`src/rtl/wash_pkg.sv`:
```
// Shared types for the wash sequencer: state encoding, fault codes and the
// rinse-count width helper.
package wash_pkg;

  typedef enum logic [3:0] {
    S_IDLE         = 4'd0,
    S_LOCK         = 4'd1,
    S_FILL         = 4'd2,
    S_AGITATE      = 4'd3,
    S_DRAIN        = 4'd4,
    S_SPIN         = 4'd5,
    S_FINAL_DRAIN  = 4'd6,
    S_CANCEL_DRAIN = 4'd7,
    S_DONE         = 4'd8,
    S_PAUSED       = 4'd9,
    S_FAULT        = 4'd10
  } wash_state_e;

  localparam logic [2:0] FC_NONE  = 3'd0;
  localparam logic [2:0] FC_FILL  = 3'd1;
  localparam logic [2:0] FC_DRAIN = 3'd2;
  localparam logic [2:0] FC_DOOR  = 3'd3;
  localparam logic [2:0] FC_LOCK  = 3'd4;

  // Bits needed to hold 0..max_rinse; never less than one bit.
  function automatic int rw_of(input int max_rinse);
    return (max_rinse < 1) ? 1 : $clog2(max_rinse + 1);
  endfunction

endpackage

```
`src/rtl/wash_seq_ctrl_if.sv`:
```
// Panel/sensor/actuator bundle between the program logic and the wash sequencer.
interface wash_seq_ctrl_if #(
  parameter int RW = 2
);
  import wash_pkg::*;

  // Door-lock handshake: door_lock is a level request held for the whole
  // locked phase; lock_ack is a level sampled on each rising edge while in
  // LOCK, and the first edge that sees it high completes the handshake.
  logic          start;
  logic [RW-1:0] rinses;
  logic          spin_en;
  logic          pause;
  logic          cancel;
  logic          clear_fault;
  logic          door_open;
  logic          lock_ack;
  logic          water_full;
  logic          drained;
  logic          dry_sensor;

  logic          water_fill;
  logic          motor_wash;
  logic          motor_spin;
  logic          drain;
  logic          door_lock;
  logic          busy;
  logic          done;
  logic          fault;
  logic [2:0]    fault_code;
  logic [RW-1:0] rinse_left;
  wash_state_e   state_dbg;

  modport master (
    output start, rinses, spin_en, pause, cancel, clear_fault,
    output door_open, lock_ack, water_full, drained, dry_sensor,
    input  water_fill, motor_wash, motor_spin, drain, door_lock,
    input  busy, done, fault, fault_code, rinse_left, state_dbg
  );

  modport slave (
    input  start, rinses, spin_en, pause, cancel, clear_fault,
    input  door_open, lock_ack, water_full, drained, dry_sensor,
    output water_fill, motor_wash, motor_spin, drain, door_lock,
    output busy, done, fault, fault_code, rinse_left, state_dbg
  );

endinterface

```
`src/rtl/phase_timer.sv`:
```
// Shared phase timer: cleared on phase entry, frozen while held.
module phase_timer #(
  parameter int TW = 8
) (
  input  logic          clk,
  input  logic          rstn,
  input  logic          clr,
  input  logic          hold,
  output logic [TW-1:0] count
);

  always_ff @(posedge clk) begin
    if (!rstn) begin
      count <= '0;
    end else if (clr) begin
      count <= '0;
    end else if (!hold) begin
      count <= count + TW'(1);
    end
  end

endmodule

```
`src/rtl/wash_seq_ctrl.sv`:
```
// Programmable wash-cycle sequencer: lock, fill/agitate/drain per rinse,
// optional spin, pause with timer hold, watchdogs and a drain-to-safe cancel.
module wash_seq_ctrl
  import wash_pkg::*;
#(
  parameter int TW          = 8,
  parameter int T_WASH      = 10,
  parameter int T_RINSE     = 6,
  parameter int T_SPIN_MAX  = 12,
  parameter int T_FILL_MAX  = 20,
  parameter int T_DRAIN_MAX = 15,
  parameter int T_LOCK_MAX  = 4,
  parameter int MAX_RINSE   = 3
) (
  input logic           clk,
  input logic           rstn,
  wash_seq_ctrl_if.slave bus
);

  localparam int RW = rw_of(MAX_RINSE);

  wash_state_e   state, state_n;
  wash_state_e   saved, saved_n;
  logic [RW-1:0] rinse_q, rinse_n;
  logic          spin_q, spin_n;
  logic          first_q, first_n;
  logic [2:0]    code_q, code_n;

  logic [TW-1:0] count;
  logic          tmr_clr;
  logic          tmr_hold;
  logic [31:0]   rinses_w;
  logic [RW-1:0] rinses_sat;

  // ">=" rather than "==" so a pause taken on the expiring cycle, which
  // resumes one count past T-1, still ends the phase.
  function automatic logic expired(input logic [TW-1:0] cnt, input int t);
    return int'(cnt) >= (t - 1);
  endfunction

  assign rinses_w   = 32'(bus.rinses);
  assign rinses_sat = (rinses_w > 32'(MAX_RINSE)) ? RW'(MAX_RINSE) : bus.rinses;

  phase_timer #(.TW(TW)) u_timer (
    .clk   (clk),
    .rstn  (rstn),
    .clr   (tmr_clr),
    .hold  (tmr_hold),
    .count (count)
  );

  // Entering PAUSED and returning to the saved phase keep the count.
  assign tmr_hold = (state == S_PAUSED);
  assign tmr_clr  = (state_n != state) && (state_n != S_PAUSED) &&
                    !((state == S_PAUSED) && (state_n == saved));

  always_ff @(posedge clk) begin
    if (!rstn) begin
      state   <= S_IDLE;
      saved   <= S_IDLE;
      rinse_q <= '0;
      spin_q  <= 1'b0;
      first_q <= 1'b0;
      code_q  <= FC_NONE;
    end else begin
      state   <= state_n;
      saved   <= saved_n;
      rinse_q <= rinse_n;
      spin_q  <= spin_n;
      first_q <= first_n;
      code_q  <= code_n;
    end
  end

  always_comb begin
    state_n = state;
    saved_n = saved;
    rinse_n = rinse_q;
    spin_n  = spin_q;
    first_n = first_q;
    code_n  = code_q;

    case (state)
      S_IDLE: begin
        if (bus.start && !bus.door_open) begin
          state_n = S_LOCK;
          rinse_n = rinses_sat;
          spin_n  = bus.spin_en;
          first_n = 1'b1;
        end
      end

      S_LOCK: begin
        if (bus.door_open || bus.cancel) begin
          state_n = S_IDLE;
        end else if (bus.lock_ack) begin
          state_n = S_FILL;
        end else if (expired(count, T_LOCK_MAX)) begin
          state_n = S_FAULT;
          code_n  = FC_LOCK;
        end
      end

      S_FILL, S_AGITATE, S_DRAIN, S_SPIN, S_FINAL_DRAIN, S_PAUSED: begin
        if (bus.door_open) begin
          state_n = S_FAULT;
          code_n  = FC_DOOR;
        end else if (bus.cancel) begin
          state_n = S_CANCEL_DRAIN;
        end else if (state == S_PAUSED) begin
          if (!bus.pause) state_n = saved;
        end else if (bus.pause && (state != S_FINAL_DRAIN)) begin
          state_n = S_PAUSED;
          saved_n = state;
        end else begin
          case (state)
            S_FILL: begin
              if (bus.water_full) begin
                state_n = S_AGITATE;
              end else if (expired(count, T_FILL_MAX)) begin
                state_n = S_FAULT;
                code_n  = FC_FILL;
              end
            end
            S_AGITATE: begin
              if (expired(count, first_q ? T_WASH : T_RINSE)) state_n = S_DRAIN;
            end
            S_DRAIN: begin
              if (bus.drained) begin
                if (rinse_q != '0) begin
                  state_n = S_FILL;
                  rinse_n = rinse_q - RW'(1);
                  first_n = 1'b0;
                end else begin
                  state_n = spin_q ? S_SPIN : S_DONE;
                end
              end else if (expired(count, T_DRAIN_MAX)) begin
                state_n = S_FAULT;
                code_n  = FC_DRAIN;
              end
            end
            S_SPIN: begin
              if (bus.dry_sensor || expired(count, T_SPIN_MAX)) state_n = S_FINAL_DRAIN;
            end
            S_FINAL_DRAIN: begin
              if (bus.drained) begin
                state_n = S_DONE;
              end else if (expired(count, T_DRAIN_MAX)) begin
                state_n = S_FAULT;
                code_n  = FC_DRAIN;
              end
            end
            default: begin
              state_n = state;
            end
          endcase
        end
      end

      S_CANCEL_DRAIN: begin
        if (bus.drained) begin
          state_n = S_IDLE;
        end else if (expired(count, T_DRAIN_MAX)) begin
          state_n = S_FAULT;
          code_n  = FC_DRAIN;
        end
      end

      S_DONE: begin
        state_n = S_IDLE;
      end

      S_FAULT: begin
        if (bus.clear_fault && !bus.door_open) begin
          state_n = S_IDLE;
          code_n  = FC_NONE;
        end
      end

      default: begin
        state_n = S_IDLE;
      end
    endcase
  end

  assign bus.door_lock  = state inside {S_LOCK, S_FILL, S_AGITATE, S_DRAIN, S_SPIN,
                                        S_FINAL_DRAIN, S_CANCEL_DRAIN, S_PAUSED};
  assign bus.water_fill = (state == S_FILL);
  assign bus.motor_wash = (state == S_AGITATE);
  assign bus.motor_spin = (state == S_SPIN);
  assign bus.drain      = state inside {S_DRAIN, S_SPIN, S_FINAL_DRAIN, S_CANCEL_DRAIN};
  assign bus.busy       = (state != S_IDLE) && (state != S_FAULT);
  assign bus.done       = (state == S_DONE);
  assign bus.fault      = (state == S_FAULT);
  assign bus.fault_code = code_q;
  assign bus.rinse_left = rinse_q;
  assign bus.state_dbg  = state;

endmodule
```
`src/flat_wrapper.sv`:
```
// flat-port wrapper written by rule: the top's interface ports become plain ports
module wash_seq_ctrl_flat import wash_pkg::*;
#(
  parameter int TW          = 8,
  parameter int T_WASH      = 10,
  parameter int T_RINSE     = 6,
  parameter int T_SPIN_MAX  = 12,
  parameter int T_FILL_MAX  = 20,
  parameter int T_DRAIN_MAX = 15,
  parameter int T_LOCK_MAX  = 4,
  parameter int MAX_RINSE   = 3
)
  (clk, rstn, bus_start, bus_rinses, bus_spin_en, bus_pause, bus_cancel, bus_clear_fault, bus_door_open, bus_lock_ack, bus_water_full, bus_drained, bus_dry_sensor, bus_water_fill, bus_motor_wash, bus_motor_spin, bus_drain, bus_door_lock, bus_busy, bus_done, bus_fault, bus_fault_code, bus_rinse_left, bus_state_dbg);
  wash_seq_ctrl_if bus_i ();
  input logic clk;
  input logic rstn;
  input wire logic [$bits(bus_i.start)-1:0] bus_start;
  input wire logic [$bits(bus_i.rinses)-1:0] bus_rinses;
  input wire logic [$bits(bus_i.spin_en)-1:0] bus_spin_en;
  input wire logic [$bits(bus_i.pause)-1:0] bus_pause;
  input wire logic [$bits(bus_i.cancel)-1:0] bus_cancel;
  input wire logic [$bits(bus_i.clear_fault)-1:0] bus_clear_fault;
  input wire logic [$bits(bus_i.door_open)-1:0] bus_door_open;
  input wire logic [$bits(bus_i.lock_ack)-1:0] bus_lock_ack;
  input wire logic [$bits(bus_i.water_full)-1:0] bus_water_full;
  input wire logic [$bits(bus_i.drained)-1:0] bus_drained;
  input wire logic [$bits(bus_i.dry_sensor)-1:0] bus_dry_sensor;
  output wire logic [$bits(bus_i.water_fill)-1:0] bus_water_fill;
  output wire logic [$bits(bus_i.motor_wash)-1:0] bus_motor_wash;
  output wire logic [$bits(bus_i.motor_spin)-1:0] bus_motor_spin;
  output wire logic [$bits(bus_i.drain)-1:0] bus_drain;
  output wire logic [$bits(bus_i.door_lock)-1:0] bus_door_lock;
  output wire logic [$bits(bus_i.busy)-1:0] bus_busy;
  output wire logic [$bits(bus_i.done)-1:0] bus_done;
  output wire logic [$bits(bus_i.fault)-1:0] bus_fault;
  output wire logic [$bits(bus_i.fault_code)-1:0] bus_fault_code;
  output wire logic [$bits(bus_i.rinse_left)-1:0] bus_rinse_left;
  output wire logic [$bits(bus_i.state_dbg)-1:0] bus_state_dbg;
  assign bus_i.start = bus_start;
  assign bus_i.rinses = bus_rinses;
  assign bus_i.spin_en = bus_spin_en;
  assign bus_i.pause = bus_pause;
  assign bus_i.cancel = bus_cancel;
  assign bus_i.clear_fault = bus_clear_fault;
  assign bus_i.door_open = bus_door_open;
  assign bus_i.lock_ack = bus_lock_ack;
  assign bus_i.water_full = bus_water_full;
  assign bus_i.drained = bus_drained;
  assign bus_i.dry_sensor = bus_dry_sensor;
  assign bus_water_fill = bus_i.water_fill;
  assign bus_motor_wash = bus_i.motor_wash;
  assign bus_motor_spin = bus_i.motor_spin;
  assign bus_drain = bus_i.drain;
  assign bus_door_lock = bus_i.door_lock;
  assign bus_busy = bus_i.busy;
  assign bus_done = bus_i.done;
  assign bus_fault = bus_i.fault;
  assign bus_fault_code = bus_i.fault_code;
  assign bus_rinse_left = bus_i.rinse_left;
  assign bus_state_dbg = bus_i.state_dbg;
  wash_seq_ctrl #(.TW(TW), .T_WASH(T_WASH), .T_RINSE(T_RINSE), .T_SPIN_MAX(T_SPIN_MAX), .T_FILL_MAX(T_FILL_MAX), .T_DRAIN_MAX(T_DRAIN_MAX), .T_LOCK_MAX(T_LOCK_MAX), .MAX_RINSE(MAX_RINSE)) u_core (.clk(clk), .rstn(rstn), .bus(bus_i));
endmodule
```
`config.mk`:
```
export PLATFORM = sky130hd
export DESIGN_NAME = wash_seq_ctrl_flat
export DESIGN_NICKNAME = d
export VERILOG_FILES = /design/src/rtl/wash_pkg.sv /design/src/rtl/wash_seq_ctrl_if.sv /design/src/rtl/phase_timer.sv /design/src/rtl/wash_seq_ctrl.sv /design/src/flat_wrapper.sv
export SDC_FILE = /design/constraint.sdc
export NUM_CORES = 1
export LEC_CHECK = 0
export CAP_MARGIN = 20
export CORE_AREA = 5 5 93 52
export DETAILED_ROUTE_END_ITERATION = 8
export DIE_AREA = 0 0 98 57
export GPL_TIMING_DRIVEN = 1
export MAX_ROUTING_LAYER = met4
export PLACE_DENSITY_LB_ADDON = 0.05
export SYNTH_ARGS = -nofsm -noshare
export SYNTH_HDL_FRONTEND = slang
export SYNTH_SLANG_ARGS = --single-unit
```
`constraint.sdc`:
```
create_clock -name clk -period 2.9 [get_ports clk]
set_input_delay 0.29 -clock clk [delete_from_list [all_inputs] [get_ports clk]]
set_output_delay 0.29 -clock clk [all_outputs]
set_load 0.05 [all_outputs]
```
Word level (Yosys, flattened, before mapping):

Index checks and enable logic that the tools add are counted.

* add/sub/neg operators: 3
* $lt $le $gt $ge: 6
* equal/unequal tests: 33
* multiplexer cells: 56
* bitwise logic cells: 4
* reduce and logical (&&, ||, !) cells: 25

Operators by type and width (number)
* 4-bit two-way mux: 21
* 4-bit one-hot mux with 5 select lines: 2
* 3-bit two-way mux: 12
* 9-bit by 32-bit >= comparator with 1-bit output: 1
* 32-bit by 2-bit subtractor with 32-bit output (second input constant): 1
* 2-bit two-way mux: 9
* 4-bit by 3-bit == test with 1-bit output (second input constant): 4
* 8-bit by 4-bit >= comparator with 1-bit output (second input constant): 2
* 4-bit inequality test (second input constant): 4
* 2-bit inequality test (second input constant): 7
* 4-bit == test (second input constant): 3
* 3-bit one-hot mux with 4 select lines: 1
* 4-bit nonzero test: 3
* 11-bit AND reduction: 1
* 2-bit by 1-bit inequality test with 1-bit output (second input constant): 5
* 3-bit inequality test (second input constant): 3
* 9-bit AND reduction: 1
* 8-bit by 1-bit adder with 8-bit output (second input constant): 1
* 4-bit by 2-bit == test with 1-bit output (second input constant): 2
* 8-bit by 2-bit >= comparator with 1-bit output (second input constant): 1
* 8-bit by 5-bit >= comparator with 1-bit output (second input constant): 1
* 1-bit two-way mux: 8
* 4-bit by 3-bit inequality test with 1-bit output (second input constant): 2
* 8-bit nonzero test: 1
* other kinds (18): 31

* flip-flop bits (word level): 23

Logic depth before layout (Yosys ltp):

Gate-level depths: netlist of the first run.

* depth in word-level cells: 15
* mapped depth: 11
* gate-level depth less buffers: 10

Modules after synthesis:

Synthesis of the first run repeated with hierarchy kept, for this count alone.

* cell total of the unflattened synthesis: 270
* area total of the unflattened synthesis: 1999.4 µm²

Modules (own cells, without submodules)
* wash_seq_ctrl: times used 1, cells an instance 233, area an instance 1655.3 µm²
* phase_timer: times used 1, cells an instance 37, area an instance 344.1 µm²

Worst setup path before layout of the first run:

No wires, ideal clock.

* kind: register -> register
* from: register u_core.state[3], in the netlist u_core.bus.state_dbg[3]
* to: register u_core.u_timer.count[0]
* library setup time: 136 ps
* data arrival time: 2901 ps
* required time: 2764 ps
* path slack: -137 ps
* stages on the path, launching flop included: 9
* path buffers: 1
* period minus slack after synthesis: 3037 ps
* cell sequence: dfxtp_1 buf_6 or2_1 nor2_1 a211oi_1 a311o_1 o211a_1 a211oi_2 nor3_2

* elaborated cells on any way between the ends: 41
* those cells by class: 13 x eq/ne; 20 x mux; 8 x reduce/logical

RTL lines
* start, declared: line wash_seq_ctrl.sv:22 `wash_state_e state, state_n;`
* start signal, assigned: line wash_seq_ctrl.sv:66 `state <= state_n;`
* 4-bit by 2-bit == test with 1-bit output (*)
* named net bus_water_fill: line flat_wrapper.sv:28 `output wire logic [$bits(bus_i.water_fill)-1:0] bus_water_fill;`
* 4-bit one-hot mux with 5 select lines: line wash_seq_ctrl.sv:116 `case (state)`
* 4-bit two-way mux: line wash_seq_ctrl.sv:112 `end else if (bus.pause && (state != S_FINAL_DRAIN)) begin`
* 4-bit two-way mux: line wash_seq_ctrl.sv:110 `end else if (state == S_PAUSED) begin`
* 4-bit two-way mux: line wash_seq_ctrl.sv:108 `end else if (bus.cancel) begin`
* 4-bit two-way mux: line wash_seq_ctrl.sv:105 `if (bus.door_open) begin`
* 4-bit one-hot mux with 5 select lines (*): line wash_seq_ctrl.sv:83 `case (state)`
* 4-bit == test: line wash_seq_ctrl.sv:55 `!((state == S_PAUSED) && (state_n == saved));`
* 1-bit logical AND: line wash_seq_ctrl.sv:55
* 1-bit zero test: line wash_seq_ctrl.sv:55
* 1-bit logical AND (*): line wash_seq_ctrl.sv:54 `assign tmr_clr = (state_n != state) && (state_n != S_PAUSED) &&`
* 2-bit OR reduction (no source line) (*)
* end signal, assigned: line phase_timer.sv:18 `count <= count + TW'(1);`
* end, declared: line phase_timer.sv:9 `output logic [TW-1:0] count`

The timed path passes the listed nets; every way through them passes the cells marked *.
A chain may end at the register's enable or synchronous reset.

Final worst setup path of the first run:

* from: register u_core.state[2], in the netlist u_core.bus.state_dbg[2]
* to: register u_core.u_timer.count[5]

* word-level cells in the longest chain between the ends: 13
* elaborated cells on any way between the ends: 41
* those cells by class: 13 x eq/ne; 20 x mux; 8 x reduce/logical

Ends and longest elaborated chain (line)
* 4-bit two-way mux, on equally long branches
* 4-bit two-way mux, on equally long branches: wash_seq_ctrl.sv:146, wash_seq_ctrl.sv:118, wash_seq_ctrl.sv:129
* 4-bit one-hot mux with 5 select lines: wash_seq_ctrl.sv:116
* 4-bit two-way mux: wash_seq_ctrl.sv:112
* 4-bit two-way mux: wash_seq_ctrl.sv:110
* 4-bit two-way mux: wash_seq_ctrl.sv:108
* 4-bit two-way mux: wash_seq_ctrl.sv:105
* 4-bit one-hot mux with 5 select lines: wash_seq_ctrl.sv:83
* 4-bit == test: wash_seq_ctrl.sv:55
* 1-bit logical AND: wash_seq_ctrl.sv:55
* 1-bit zero test: wash_seq_ctrl.sv:55
* 1-bit logical AND: wash_seq_ctrl.sv:54
* 2-bit OR reduction (no source line)

Several ways; a longest one is shown, not always the timed one.

==> results by group, run 1 <==
Worst setup path
  – Worst path slowest cell: nor3_1
  – Crit path capture type: register
  – WP data required: 3080 ps
  – Critical path cell sequence: buf_4 > and4bb_2 > a21oi_4 > buf_4 > a211oi_2 > nor3_1 > a2111oi_4 > a211oi_2 > buf_4 > nor2_1
  – Crit path kind: reg -> reg
  – Largest stage delay on the critical path: 650 ps
  – Crit-path max FO: 11
  – CP Launch Type: register
  – CP Buf/Inv Count: 3
  – CP dominant cell by count: buf_4
  – Family with the most delay on the worst path: simple AND/OR/NAND/NOR gates
  – Critical path arrival: 3010 ps

Layout
  – Fin area: 2810 um^2
  – Post-layout nets: 357
  – Share of cells above drive strength 1: 23.6%
  – Area grow syn2layout: 36.4%
  – Antenna diodes: 0

Global routing
  – Vias in the first global route: 2,162
  – First-pass GRT wire length: 11.6 mm
  – Grt ovf: 0
  – Largest net degree at the start of global routing: 22
  – Initial antenna violation count: 0
  – Gr usage total: 27.5%

Logic synthesis
  – Register area share after synthesis: 22.4%
  – Number of flops mapped to enable cells by yosys: 0
  – Yosys cell types: 70
  – Syn Nets: 291
  – Dominant synthesized flop cell: dfxtp_1
  – Mapped Area: 2060 um^2
  – Syn Area/Cell: 7.63 um^2
  – Ys Warns: 0
  – Mapped Cells: 270
  – Async set-reset flop share out of synthesis: 0%
  – Yosys reg bits: 23

STA
  – Hold Slack: 499 ps
  – Final max-slew violation count: 0
  – Final clock skew: 3.68 ps
  – Slew headroom: 48.2%
  – Max frequency: 0.353 GHz
  – Tightest Pin Transition: 771 ps
  – Final Critical Period: 2840 ps
  – Final setup fails: 0
  – Hold Violations, Final: 0
  – Final period util: 97.8%
  – Final setup TNS: 0 ps

Placed design
  – Port Buffers: 30
  – Placer Congestion: 1.05
  – Final HPWL DP: 5.97 mm
  – Post-DP Area: 2700 um^2

Clocking
  – Clk sinks: 23
  – CTS tree: yes
  – Hold-fix buffers at CTS: 0
  – Worst-path clk slew: 100 ps
  – Clk buf depth: 2
  – Worst skew pair latency: 280 ps
  – Clk root buf: clkbuf_8
  – H-tree levels: 1
  – Total CTS buffers: 3

Power and ir drop
  – Combinational power share: 29.8%
  – Sw Share: 33.5%
  – Sequential share of power: 42.5%
  – LEAKAGE: 1.08 nW
  – Total Power: 793 uW
  – Max VDD drop: 0.150 mV
  – NetSw: 266 uW
  – Clk pwr share: 27.7%
  – Power per Cell Area: 282 nW/um^2
  – Int Pwr: 527 uW

Floorplanning
  – # IOs: 31
  – Initial core utilization: 50.7%
  – Die Ht: 57 um
  – Chip width: 98 um
  – Num rows: 17
  – Core box area: 4060 um^2
  – Die area: 5590 um^2

Drt
  – Post-DR wirelength/cell: 19.2 um
  – Pre-Repair DR Iteration Count: 5
  – Routed vias: 2,434
  – Final ANT Viol Nets: 0
  – Final WL: 7.52 mm
  – DRC errors left: 0
  – Iter 0 DRT Violations: 315
  – Via-to-Cell Ratio: 6.21

Run
  – Maxcap violations: 0

Worst hold path
  – Worst Hold Class: reg -> reg

Outcome
  – Status: complete, no violations
power by group through the flow:
stage | Combinational (mW) | Clock (mW) | Sequential (mW)
6_report | 0.237 | 0.220 | 0.337
5_1_grt | 0.254 | 0.232 | 0.339
4_1_cts | 0.227 | 0.218 | 0.336
3_5_place_dp | 0.226 | 0 | 0.343
3_3_place_gp | 0.225 | 0 | 0.342
2_1_floorplan | 0.111 | 0 | 0.355
cell usage in the layout, fill, tap and decap left out, types with 3 or more instances in the layout:
| cell | count |
|---|---|
| a211oi_1 | 6 |
| a211oi_2 | 4 |
| a21oi_1 | 11 |
| a31oi_1 | 5 |
| buf_4 | 45 |
| clkbuf_8 | 3 |
| clkdlybuf4s50_1 | 30 |
| dfxtp_1 | 20 |
| dfxtp_2 | 3 |
| ha_1 | 7 |
| inv_1 | 19 |
| nand2_1 | 16 |
| nand2b_1 | 5 |
| nand3_1 | 8 |
| nand4_1 | 5 |
| nor2_1 | 36 |
| nor2b_1 | 4 |
| nor3_1 | 12 |
| o211a_1 | 3 |
| o211ai_1 | 4 |
| o21ai_0 | 11 |
| o31ai_1 | 3 |
| or2_1 | 3 |
| or3_1 | 3 |
| xnor2_1 | 3 |
| xor2_1 | 5 |
cells in the mapped netlist (3+ instances only):
master     number  area [um^2]
a2111oi_0       3         26.3
a211oi_1        8         60.1
a21oi_1        11         55.1
a31oi_1         5         31.3
buf_2           3         15.0
buf_4           3         22.5
buf_6           3         33.8
clkbuf_1        5         18.8
dfxtp_1        23          460
ha_1            7         87.6
inv_1          19         71.3
nand2_1        16         60.1
nand2b_1        5         31.3
nand3_1         8         40.0
nand4_1         5         31.3
nor2_1         37          139
nor2b_1         4         25.0
nor3_1         12         60.1
o211a_1         3         30.0
o211ai_1        4         30.0
o21ai_0        12         60.1
o31ai_1         4         30.0
or2_1           3         18.8
or3_1           3         18.8
xnor2_1         3         26.3
xor2_1          5         43.8
metal layers:
layer / GRT usage (%) / up-vias / share of wire [%]
met5: - / - / 0
met4: 4.14 / 0 / 1.4
met3: 8.79 / 16 / 17
met2: 33.9 / 203 / 37
met1: 42.6 / 1095 / 45
li1: - / 1120 / -
area by class of cell:
cell class,count,area [um^2]
clock inverter,1,5.00
clock buffer,3,41.3
tap,57,71.3
inverter,20,75.1
timing repair buffer,78,681
sequential,23,464
fill,347,1250
multi-input combinational,210,1470
cell families (layout without fill, tap and decap cells):
kind of cell / after synthesis / in the layout / share of synthesized area [%]
buffers and inverters: 37 / 102 / 8.63
AND/OR/NAND/NOR: 120 / 120 / 32.9
adder cells (fa/ha/maj): 7 / 7 / 4.25
XOR/XNOR: 8 / 8 / 3.40
flip-flops: 23 / 23 / 22.4
multiplexers: 2 / 2 / 1.03
AO/OA/AOI/OAI: 73 / 73 / 27.5
sequential cells by signal (all words and copies together), names as in the netlist:
name and cells:
u_core.bus.fault_code 3, u_core.bus.rinse_left 2, u_core.bus.state_dbg 4, u_core.first_q 1, u_core.saved 4, u_core.spin_q 1
u_core.u_timer.count 8
repair_timing:
| action | CTS | global route |
|---|---|---|
| buffers inserted | 0 | 1 |
| setup endpoints to repair | 0 | 10 |
| resized for setup | 0 | 12 |
metrics by stage:
stage	cells	setup WS (ps)	util, %
CTS	391	40.1	67.6
floorplan	270	10.3	-
finish	392	63.6	69.1
detailed placement	387	32.8	66.4
global route	392	-1.87	69.1
global placement	387	36.6	66.4
worst register-to-register path, cell delays in order, from the launching register on:
cell and delay, ps:
dfxtp_1 450, buf_4 220, and4bb_2 280, a21oi_4 200, buf_4 200, a211oi_2 70, nor3_1 650, a2111oi_4 170
a211oi_2 220, buf_4 190, nor2_1 60
final timing paths:
kind	startpoint	to	slack, ps	depth (start not counted)
worst max register to register	u_core.bus.state_dbg[2]	u_core.u_timer.count[5]	60	10
worst min-delay path	u_core.first_q	u_core.first_q	500	2
worst max-delay path	u_core.bus.state_dbg[2]	u_core.u_timer.count[5]	60	10
worst min register to register	u_core.first_q	u_core.first_q	500	2
Note: power is estimated with default switching activity, not from simulation.
==> inputs of run 2 (changes only) <==
--- a/config.mk
+++ b/config.mk
@@ -8,4 +8,5 @@
 export CAP_MARGIN = 20
 export CORE_AREA = 5 5 93 52
+export CTS_CLUSTER_DIAMETER = 200
 export DETAILED_ROUTE_END_ITERATION = 8
 export DIE_AREA = 0 0 98 57
==> constraint.sdc (replaced) <==
create_clock -name clk -period 2.9 [get_ports clk]
set_input_delay 0.29 -clock clk [delete_from_list [all_inputs] [get_ports clk]]
set_output_delay 0.29 -clock clk [all_outputs]
set_load 0.01 [all_outputs]
==> run 2 against run 1 <==
Clock power about the same. Worst setup slack worse by 46 ps. Sequential share of layout area shrank 0.057 points. Global-route usage increased by 0.18 points. Critical path depth unchanged. Non-clock buffer count is 1 higher. Fmax fell by 1.6%. Clock-buffer cell count grew 1. Clock skew shrank 0.87 ps. Worst hold slack improved by 12 ps. Largest cell class unchanged. Highest routed layer unchanged.
==> results by group, run 2 (synthesized netlist as in run 1, its figures left out) <==
Outcome
  – Status: complete, no violations (unchanged)

Drt
  – Metal2 WL: 2.77 mm (was 2.78 mm)
  – Routed vias: 2,394 (was 2,434)
  – Iter 0 DRT Violations: 407 (was 315)
  – Met3 wire length: 1.08 mm (was 1.24 mm)
  – Pre-Repair DR Iteration Count: 7 (was 5)
  – Final WL: 7.56 mm (was 7.52 mm)
  – Post-DR wirelength/cell: 19.2 um (about the same)
  – Via-to-Cell Ratio: 6.09 (was 6.21)
  – Top layer in use: met4 (unchanged)
  – DRC errors left: 0 (unchanged)
  – Final ANT Viol Nets: 0 (unchanged)
  – Post-Route M1 WL: 3.60 mm (was 3.39 mm)

STA
  – Final period util: 99.4% (was 97.8%)
  – Final setup fails: 0 (unchanged)
  – Hold Violations, Final: 0 (unchanged)
  – Max frequency: 0.347 GHz (was 0.353 GHz)
  – Tightest Pin Transition: 590 ps (was 771 ps)
  – Final clock skew: 2.82 ps (was 3.68 ps)
  – Final Critical Period: 2880 ps (was 2840 ps)
  – Final max-slew violation count: 0 (unchanged)
  – Final worst setup slack: 18.0 ps (was 63.6 ps)
  – Slew headroom: 59.7% (was 48.2%)

Floorplanning
  – Die area: 5590 um^2 (unchanged)
  – Num rows: 17 (unchanged)
  – # IOs: 31 (unchanged)
  – Die Ht: 57 um (unchanged)
  – Chip width: 98 um (unchanged)
  – Core box area: 4060 um^2 (unchanged)
  – Initial core utilization: 50.7% (unchanged)

Layout
  – Area grow syn2layout: 38.0% (was 36.4%)
  – Post-layout nets: 358 (was 357)
  – Fillers: 343 (was 347)
  – Most common cell after layout, fill and taps aside: buf_4 (unchanged)
  – Share of cells above drive strength 1: 25.9% (was 23.6%)
  – Most frequent cells in the layout: buf_4, nor2_1, clkdlybuf4s50_1, inv_1, dfxtp_1 (was buf_4, nor2_1, clkdlybuf4s50_1, dfxtp_1, inv_1)
  – Fin area: 2840 um^2 (was 2810 um^2)
  – Largest register FFs: 8 (unchanged)
  – Non-Filler Instances: 393 (was 392)
  – Biggest register: u_core.u_timer.count (unchanged)
  – Antenna diodes: 0 (unchanged)

Worst hold path
  – Worst Hold Class: reg -> reg (unchanged)

Placed design
  – Final HPWL DP: 6.07 mm (was 5.97 mm)
  – Pre-CTS setup slack: -195 ps (was 32.8 ps)
  – Placed Cells: 387 (unchanged)
  – Post-DP Area: 2690 um^2 (was 2700 um^2)
  – Port Buffers: 30 (unchanged)
  – Placer Congestion: 1.12 (was 1.05)

Clocking
  – H-tree levels: 1 (unchanged)
  – Worst skew pair latency: 280 ps (about the same)
  – Clk sinks: 23 (unchanged)
  – Clk root buf: clkbuf_8 (unchanged)
  – CTS tree: yes (unchanged)
  – Worst-path clk slew: 90 ps (was 100 ps)
  – Total CTS buffers: 3 (unchanged)
  – Clk buf depth: 2 (unchanged)

Global routing
  – Initial antenna violation count: 0 (unchanged)
  – Gr usage total: 27.7% (was 27.5%)
  – Largest net degree at the start of global routing: 15 (was 22)
  – First-pass GRT wire length: 11.8 mm (was 11.6 mm)
  – Grt ovf: 0 (unchanged)
  – Vias in the first global route: 2,161 (was 2,162)

Power and ir drop
  – LEAKAGE: 1.09 nW (was 1.08 nW)
  – Power per Cell Area: 275 nW/um^2 (was 282 nW/um^2)
  – Max VDD drop: 0.188 mV (was 0.150 mV)

Worst setup path
  – CP dominant cell by count: buf_4 (unchanged)
  – Critical path arrival: 3080 ps (was 3010 ps)
  – Critical path cell sequence: buf_4 > and4b_1 > and2_1 > nor2b_2 > o31ai_2 > or4_4 > a2111oi_4 > a211oi_2 > buf_4 > nor3_2 (was buf_4 > and4bb_2 > a21oi_4 > buf_4 > a211oi_2 > nor3_1 > a2111oi_4 > a211oi_2 > buf_4 > nor2_1)
  – Largest stage delay on the critical path: 510 ps (was 650 ps)
  – WP data required: 3100 ps (was 3080 ps)
  – Worst path slowest cell: or4_4 (was nor3_1)
  – CP Launch Type: register (unchanged)
  – Crit-path max FO: 12 (was 11)
  – Crit path capture type: register (unchanged)
  – Crit path kind: reg -> reg (unchanged)

Run
  – Maxcap violations: 0 (unchanged)
==> run 2: layout make-up <==
| class | instances | area (um^2) | share of cell area [%] |
|---|---|---|---|
| tap | 57 | 71.3 | 2.51 |
| multi-input combinational | 210 | 1500 | 52.8 |
| clock buffer | 4 | 45.0 | 1.59 |
| timing repair buffer | 79 | 681 | 24.0 |
| sequential | 23 | 468 | 16.5 |
| inverter | 20 | 75.1 | 2.64 |
==> run 2: metal layers <==
layer,GRT usage (%),up-vias
met4,3.35,0
met3,9.04,18
met5,-,-
met1,42.1,1088
met2,35.4,164
li1,-,1124
==> run 2: final timing paths <==
check,from,endpoint,slack [ps],cells past startpoint
worst max-delay path,u_core.bus.state_dbg[1],u_core.u_timer.count[0],20,10
worst min-delay path,u_core.first_q,u_core.first_q,510,2
worst min register to register,u_core.first_q,u_core.first_q,510,2
worst max register to register,u_core.bus.state_dbg[1],u_core.u_timer.count[0],20,10
==> run 2: through the flow <==
stage                     power, mW  util, %  hold WS, ps  TNS [ps]
final                         0.780     69.9          511         0
after floorplan               0.446        -          418         0
after global routing          0.815     69.9          542     -17.0
after detailed placement      0.550     66.3          494     -1430
after CTS                     0.767     68.1          521         0
after global placement        0.547     66.3          470     -1260
==> run 2: worst max-delay path: cells and delay by family, from the launching register on <==
kind / cells / cell delay, ps
DFF: 1 / 440
and+or+nand+nor: 5 / 1420
buffers and inverters: 2 / 430
AOI/OAI and AO/OA: 3 / 520
==> run 2: timing repair <==
action,CTS,global route
setup endpoints to repair,8,9
pin swaps,1,3
gates resized for setup,4,16
hold buffers,0,0
setup buffers,1,1
==> run 2: power by group <==
part | internal [mW] | switching, mW
combinational | 0.108 | 0.113
sequential | 0.327 | 0.0135
clock | 0.0988 | 0.120
==> inputs of run 3 (changes only) <==
- SLEW_MARGIN: unset -> 20
==> results of run 3 <==
Final layout, timing and power as in run 2 (identical DEF).
